**src/rtl/pipelined_add_sub_if.sv**
```systemverilog
// pipelined_add_sub_if: operand/result handshake bundle for pipelined_add_sub.
//   master (producer/consumer side): drives in_valid, A, B, select, out_ready
//                                    and observes in_ready, out_valid, Sum, flags
//   slave  (the adder):              the mirror image
//   WIDTH: operand/result width
interface pipelined_add_sub_if #(
   parameter int WIDTH = 64
);
   logic             in_valid;
   logic             in_ready;
   logic [WIDTH-1:0] A;
   logic [WIDTH-1:0] B;
   logic [2:0]       select;
   logic             out_valid;
   logic             out_ready;
   logic [WIDTH-1:0] Sum;
   logic             negative;
   logic             zero;
   logic             carry_flag;
   logic             overflow;

   modport master (
      output in_valid, A, B, select, out_ready,
      input  in_ready, out_valid, Sum, negative, zero, carry_flag, overflow
   );

   modport slave (
      input  in_valid, A, B, select, out_ready,
      output in_ready, out_valid, Sum, negative, zero, carry_flag, overflow
   );
endinterface

```
**src/rtl/pipelined_add_sub.sv**
```systemverilog
// pipelined_add_sub: STAGES-deep two's-complement add/sub with NZCV flags.
// Each stage adds one CHUNK = WIDTH/STAGES slice and registers the carry, so
// the critical path is a single chunk adder. Not-yet-used operand chunks ride
// along in skew registers; finished result chunks ride along in r_q, so every
// chunk of an op lines up at the last stage.
//   clk   : rising-edge clock
//   reset : asynchronous, active-high
//   bus   : slave side of pipelined_add_sub_if
//           in_valid/in_ready/A/B/select  - operand handshake
//           out_valid/out_ready/Sum/N/Z/C/V - result handshake
//   select: 3'b010 add, 3'b011 subtract, anything else passes A through
module pipelined_add_sub #(
   parameter int WIDTH  = 64,
   parameter int STAGES = 4
) (
   input  logic               clk,
   input  logic               reset,
   pipelined_add_sub_if.slave bus
);
   localparam int CH = WIDTH / STAGES;

   if (STAGES < 1 || STAGES > WIDTH || (WIDTH % STAGES) != 0) begin : g_bad_cfg
      $error("pipelined_add_sub: need 1 <= STAGES <= WIDTH and WIDTH divisible by STAGES");
   end

   logic             adv;
   logic             sub;
   logic             arith;
   logic [WIDTH-1:0] beff;

   // Global stall: everything moves only when the output slot can drain.
   assign adv          = !(bus.out_valid && !bus.out_ready);
   assign bus.in_ready = adv;

   assign sub   = (bus.select == 3'b011);
   assign arith = (bus.select[2:1] == 2'b01);
   // Pass-A is A + 0 + 0: Sum=A, no carry, and the V term cancels to 0.
   assign beff  = arith ? (sub ? ~bus.B : bus.B) : '0;

   for (genvar k = 0; k < STAGES; k++) begin : stg
      localparam bit LAST = (k == STAGES - 1);

      logic [WIDTH-1:0] a_src;
      logic [WIDTH-1:0] r_d;
      logic [WIDTH-1:0] r_q;     // low chunks: result so far, high chunks: A
      logic [CH-1:0]    a_ch;
      logic [CH-1:0]    b_ch;
      logic [CH-1:0]    s_ch;
      logic             cin;
      logic             cout;
      logic             zin;
      logic             vin;
      logic             zacc_d;
      logic             vld_q;
      logic             c_q;
      logic             zacc_q;  // running OR; inverted into the Z flag at the last stage

      if (k == 0) begin : g_src
         assign a_src = bus.A;
         assign b_ch  = beff[CH-1:0];
         assign cin   = sub;
         assign zin   = 1'b0;
         assign vin   = bus.in_valid;
      end else begin : g_src
         assign a_src = stg[k-1].r_q;
         assign b_ch  = stg[k-1].g_skew.b_q[CH-1:0];
         assign cin   = stg[k-1].c_q;
         assign zin   = stg[k-1].zacc_q;
         assign vin   = stg[k-1].vld_q;
      end

      assign a_ch           = a_src[k*CH +: CH];
      assign {cout, s_ch}   = {1'b0, a_ch} + {1'b0, b_ch} + {{CH{1'b0}}, cin};
      assign zacc_d         = LAST ? ~(zin | (|s_ch)) : (zin | (|s_ch));

      always_comb begin
         r_d                = a_src;
         r_d[k*CH +: CH]    = s_ch;
      end

      always_ff @(posedge clk or posedge reset) begin
         if (reset) begin
            vld_q <= 1'b0;
         end else if (adv) begin
            vld_q <= vin;
         end
      end

      // Data loads only with a valid op so the outputs hold their last value
      // across bubbles.
      always_ff @(posedge clk or posedge reset) begin
         if (reset) begin
            r_q    <= '0;
            c_q    <= 1'b0;
            zacc_q <= 1'b0;
         end else if (adv && vin) begin
            r_q    <= r_d;
            c_q    <= cout;
            zacc_q <= zacc_d;
         end
      end

      if (!LAST) begin : g_skew
         localparam int BW = WIDTH - (k + 1) * CH;
         logic [BW-1:0] b_d;
         logic [BW-1:0] b_q;     // Beff chunks not yet consumed

         if (k == 0) begin : g_bsrc
            assign b_d = beff[WIDTH-1:CH];
         end else begin : g_bsrc
            assign b_d = stg[k-1].g_skew.b_q[BW+CH-1:CH];
         end

         always_ff @(posedge clk or posedge reset) begin
            if (reset) begin
               b_q <= '0;
            end else if (adv && vin) begin
               b_q <= b_d;
            end
         end
      end else begin : g_flags
         logic n_q;
         logic ov_q;

         // Carry into the MSB is recovered from the MSB sum bit.
         always_ff @(posedge clk or posedge reset) begin
            if (reset) begin
               n_q  <= 1'b0;
               ov_q <= 1'b0;
            end else if (adv && vin) begin
               n_q  <= s_ch[CH-1];
               ov_q <= (a_ch[CH-1] ^ b_ch[CH-1] ^ s_ch[CH-1]) ^ cout;
            end
         end
      end
   end

   assign bus.out_valid  = stg[STAGES-1].vld_q;
   assign bus.Sum        = stg[STAGES-1].r_q;
   assign bus.negative   = stg[STAGES-1].g_flags.n_q;
   assign bus.zero       = stg[STAGES-1].zacc_q;
   assign bus.carry_flag = stg[STAGES-1].c_q;
   assign bus.overflow   = stg[STAGES-1].g_flags.ov_q;
endmodule

```
**src/flat_wrapper.sv**
```systemverilog
// flat-port wrapper written by rule: the top's interface ports become plain ports
module pipelined_add_sub_flat 
#(
   parameter int WIDTH  = 64,
   parameter int STAGES = 4
)
  (clk, reset, bus_in_valid, bus_A, bus_B, bus_select, bus_out_ready, bus_in_ready, bus_out_valid, bus_Sum, bus_negative, bus_zero, bus_carry_flag, bus_overflow);
  pipelined_add_sub_if #(.WIDTH(WIDTH)) bus_i ();
  input  logic clk;
  input  logic reset;
  input wire logic [$bits(bus_i.in_valid)-1:0] bus_in_valid;
  input wire logic [$bits(bus_i.A)-1:0] bus_A;
  input wire logic [$bits(bus_i.B)-1:0] bus_B;
  input wire logic [$bits(bus_i.select)-1:0] bus_select;
  input wire logic [$bits(bus_i.out_ready)-1:0] bus_out_ready;
  output wire logic [$bits(bus_i.in_ready)-1:0] bus_in_ready;
  output wire logic [$bits(bus_i.out_valid)-1:0] bus_out_valid;
  output wire logic [$bits(bus_i.Sum)-1:0] bus_Sum;
  output wire logic [$bits(bus_i.negative)-1:0] bus_negative;
  output wire logic [$bits(bus_i.zero)-1:0] bus_zero;
  output wire logic [$bits(bus_i.carry_flag)-1:0] bus_carry_flag;
  output wire logic [$bits(bus_i.overflow)-1:0] bus_overflow;
  assign bus_i.in_valid = bus_in_valid;
  assign bus_i.A = bus_A;
  assign bus_i.B = bus_B;
  assign bus_i.select = bus_select;
  assign bus_i.out_ready = bus_out_ready;
  assign bus_in_ready = bus_i.in_ready;
  assign bus_out_valid = bus_i.out_valid;
  assign bus_Sum = bus_i.Sum;
  assign bus_negative = bus_i.negative;
  assign bus_zero = bus_i.zero;
  assign bus_carry_flag = bus_i.carry_flag;
  assign bus_overflow = bus_i.overflow;
  pipelined_add_sub #(.WIDTH(WIDTH), .STAGES(STAGES)) u_core (.clk(clk), .reset(reset), .bus(bus_i));
endmodule
```
**config.mk**
```make
export PLATFORM = sky130hd
export DESIGN_NAME = pipelined_add_sub_flat
export DESIGN_NICKNAME = d
export VERILOG_FILES = /design/src/rtl/pipelined_add_sub_if.sv /design/src/rtl/pipelined_add_sub.sv /design/src/flat_wrapper.sv
export SDC_FILE = /design/constraint.sdc
export NUM_CORES = 1
export LEC_CHECK = 0
export CORE_MARGIN = 1.5
export CORE_UTILIZATION = 45
export DETAILED_ROUTE_END_ITERATION = 10
export PLACE_DENSITY = 0.77
export SLEW_MARGIN = 15
export SYNTH_ARGS = -nofsm -noshare
export SYNTH_HDL_FRONTEND = slang
export SYNTH_SLANG_ARGS = --single-unit
```
**constraint.sdc**
```tcl
create_clock -name clk -period 28.4 [get_ports clk]
set_input_delay 4.26 -clock clk [delete_from_list [all_inputs] [get_ports clk]]
set_output_delay 4.26 -clock clk [all_outputs]
set_load 0.02 [all_outputs]
```
* Yosys cells after proc, flatten, opt, wreduce, memory -nomap -nowiden *
Cells that the tools add are included.

word-level totals
  register bits after elaboration = 366
  bits in latches = 0
  RAM bits = 0
  ROM bits = 0
  memories kept = 0

operators by class
  $add $sub $neg = 8
  multipliers = 0
  divide/modulo/power cells = 0
  $lt $le $gt $ge = 0
  equality and inequality tests = 2
  shift-type cells = 0
  muxes and demuxes = 2
  bitwise logic cells = 8
  reduce and logical (&&, ||, !) cells = 11

operators with widths
  cell                number
  $mux 64             2
  $add 16x16->17      4
  $add 17x1->17       4
  $not 64->64         1
  $reduce_or 16->1    4
  $logic_and 1x1->1   5
  $eq 3x2->1 const B  1
  $or 1x1->1          3
  $xor 1x1->1         3
  $eq 2x1->1 const B  1
  $logic_not 1->1     2
  $not 1->1           1

* Depth between registers and ports, before layout *
  depth after elaboration = 6
  depth in mapped cells = 15

* Worst setup path before layout *
No wires, ideal clock.

  path kind = in2out
  start point = input bus_out_ready
  end point = output bus_in_ready
  arrival = 4,711 ps
  required time = 24,140 ps
  slack = 19,429 ps
  stages = 3
  cells stage by stage = nand2b_1 -> clkbuf_1 -> clkbuf_8

between the ends
  cells in the longest elaborated chain, start to end = 3

RTL lines
  what               RTL line                 text
  start, declared    flat_wrapper.sv:15       input wire logic [$bits(bus_i.out_ready)-1:0] bus_out_ready;
  $logic_not 1->1    pipelined_add_sub.sv:32  assign adv = !(bus.out_valid && !bus.out_ready);
  $logic_and 1x1->1  pipelined_add_sub.sv:32
  $logic_not 1->1    pipelined_add_sub.sv:32
  end, declared      flat_wrapper.sv:16       output wire logic [$bits(bus_i.in_ready)-1:0] bus_in_ready;

No other way between the ends.

* Worst setup path after layout *
Same ends and word-level chain as after synthesis.

==> results.txt <==
Crit path depth: 4
Wire per inst: 16.8 um
Syn Nets: 1,894
Drt first pass iters: 6
Post-CTS Setup Bufs: 0
Non-filler instance count after layout: 2,403
Ys flop type: dfrtp_1
Longest Clk Path Bufs: 3
Pleak: 9.82 nW
Endpoint class of the critical path: primary output
Commonest non-fill, non-tap cell in the layout: nand2_1
Max Clock Freq: 98.9 MHz
Maxcap violations: 0
Final min period: 10.11 ns
CP Launch Point: bus_out_ready
Clock Sinks: 365
First-pass GRT wire length: 64,900 um
Post-Synth Adder-Cell Area: 0.0522
Post-Syn Area: 0.0174 mm^2
Final setup violating endpoints: 0
Largest net degree at the start of global routing: 158
Crit path top cell by count: clkdlybuf4s50_1
Vias in the first global route: 12,800
CP max FO: 15
RSZ-0062 raised after global routing: no
TritonCTS clock tree: built
Overall Power: 2.20 mW
Final period util: 0.356
Area of the die: 0.0399 mm^2
Worst Skew: 0.00916 ns
EDFF count, synth: 0
Total GRT Usage: 0.205
Post-synthesis simple-gate area fraction: 0.153
Top Ports: 205
Kind of critical path: primary input to primary output
Die W: 200 um
Hold buffers post-CTS: 0
R2R depth: 11
CORE AREA: 0.0379 mm^2
Commonest non-fill, non-tap cells in the layout: 464 x nand2_1, 365 x dfrtp_1, 203 x clkdlybuf4s50_1, 147 x mux2_2, 86 x xnor2_1
Fin. max-slew vios: 0
Worst EP arrival: 5.85 ns
DRC: 0
Post-Syn Instances: 1,691
Pwr/cell area: 104 mW/mm^2
VDD IR max: 0.0504 mV
Syn Area/Cell: 10.3 um^2
Synth-to-Final Area Change: 21.6%
TritonCTS Buffers: 39
DPL Wire Length: 27,000 um
Initial Util: 0.460
Chip Height: 200 um
Seq/Total Area, Yosys: 0.524
Final hold viol count: 0
Crit-path max cell delay: 0.69 ns
Placed cell count: 2,334
Antenna viol nets, final: 0
Worst R2R End: u_core.stg[2].zacc_q
Clk Latency, worst-skew pair: 0.54 ns
Num rows: 71
Final nets: 2,067
H-tree depth: 2
Reg2reg setup slack: 25.01 ns
Clock root cell: clkbuf_16
Post-synth ARST share: 1.00
Pre-CTS WS: 18.28 ns
Bufs and invs on worst path: 3
Vias per std cell: 5.31
Actual slew at the worst max-slew pin: 1.10 ns
Initial antenna violation count: 2
Post-route setup slack: 18.29 ns
Final instance area: 0.0212 mm^2
RR Startpoint: u_core.stg[1].g_skew.b_q[0]
Setup crit end: bus_in_ready
Startpoint types: primary input
DRT iter0 DRCs: 697
Synth Area in Compound Gates: 0.0959
Gpl congestion: 0.869
Cts repair resizes: 0
Mux contribution to synthesized area: 0.0961
Slew margin rel.: 0.265
Post-route setup TNS: 0 ns
Synth Register Bits: 365
Warnings, synthesis: 0
Hold Crit Class: flop to flop
Dpl cell area: 0.0199 mm^2
Buffers added on ports: 204
Wirelength, routed: 40,400 um
Critical-path top delay cell: clkdlybuf4s50_1
Yosys cell types: 67
GRT Residual Overflow: 0
Crit-path leading delay family: buffers and inverters
Synth Area in XOR/XNOR: 0.0537
Crit-path cells: clkdlybuf4s50_1, nand2b_1, buf_4, clkdlybuf4s50_1
Largest family of logic cells by synthesized area: simple AND/OR/NAND/NOR gates
Layout cells sized above 1: 0.124
Vias after detailed routing: 12,800
Clock-pin slew on the worst setup and hold paths: 0.06 ns
Outcome: finished, final reports clean
Data required, critical path: 24.14 ns
-- power breakdown --
group          leakage, nW  total, mW  switching (mW)  internal [mW]
registers             4.62      0.837           0.117          0.720
clock network        0.626      0.508           0.202          0.307
logic                 4.58      0.856           0.468          0.388
-- Yosys cell counts (3+ instances only) --
master	n	area, um^2
nor3b_1	3	22.5
o31a_1	5	43.8
or2_2	3	18.8
xnor2_1	86	753
o21a_1	14	105
nand4_1	6	37.5
a31o_2	3	26.3
and2_1	9	56.3
a21oi_1	42	210
inv_1	30	113
fa_1	8	160
o21bai_1	4	30.0
buf_1	17	63.8
nand2b_1	11	68.8
nand3_1	23	115
o311ai_0	4	35.0
a21o_1	6	45.0
nor4_1	5	31.3
ha_1	60	751
a211oi_1	7	52.6
and3_1	5	31.3
nand3b_1	3	22.5
or4_1	4	30.0
a31oi_1	8	50.1
o31ai_1	52	390
nand2_1	468	1760
mux2_2	147	1660
dfrtp_1	365	9130
or3_1	10	62.6
nor2_1	51	191
o21ai_0	71	355
a21boi_0	3	22.5
xor2_1	21	184
o211ai_1	6	45.0
nor3_1	21	105
clkbuf_1	61	229
nor2b_1	9	56.3
-- worst min-delay path, stage by stage, from the launching register on --
cell	delay (ns)
dfrtp_1	0.34
nand2_1	0.05
nand2_1	0.05
-- how the worst min path moves through the flow --
stage	slack (ns)	cells after the start	from	to
4_1_cts	0.46	2	u_core.stg[1].r_q[31]	u_core.stg[2].r_q[31]
3_5_place_dp	0.45	2	u_core.stg[1].r_q[31]	u_core.stg[2].r_q[31]
3_3_place_gp	0.44	2	u_core.stg[1].r_q[21]	u_core.stg[2].r_q[21]
2_1_floorplan	0.43	2	u_core.stg[1].r_q[27]	u_core.stg[2].r_q[27]
5_1_grt	0.48	2	u_core.stg[1].r_q[19]	u_core.stg[2].r_q[19]
6_report	0.46	2	u_core.stg[1].r_q[31]	u_core.stg[2].r_q[31]
-- logic make-up after synthesis --
logic type	count (synthesis)
adder cells (fa/ha/maj)	68
AO/OA/AOI/OAI	252
buffers and inverters	111
flip-flops	365
multiplexers	149
AND/OR/NAND/NOR	639
XOR/XNOR	107
-- final cells by class --
cell class	count	area, um^2
timing repair buffer	213	2120
fill	3271	16700
inverter	30	120
clock inverter	8	115
antenna	1	2.50
multi-input combinational	1215	7910
sequential	365	9130
tap	511	639
clock buffer	60	1160
-- metal layers --
layer,GRT usage,vias up,share of wire
li1,-,6110,-
met1,0.268,6249,0.44
met2,0.342,314,0.48
met3,0.0360,82,0.047
met4,0.0788,2,0.031
met5,0,-,0.00032
-- registers in the layout, summed over array words and instances, names as in the netlist --
signal	flops
u_core.bus.out_valid	1
u_core.stg.r_q	192
u_core.bus.carry_flag	1
u_core.stg.zacc_q	3
u_core.bus.zero	1
u_core.stg.c_q	3
u_core.bus.overflow	1
u_core.stg.vld_q	3
u_core.bus.Sum	64
u_core.stg.g_skew.b_q	96
-- metrics by stage --
step / hold WS [ns] / utilization
global placement: 0.442 / 0.525
CTS: 0.459 / 0.559
global route: 0.484 / 0.559
detailed placement: 0.447 / 0.525
finish: 0.460 / 0.559
floorplan: 0.430 / -
Note: power is estimated with default switching activity, not from simulation.
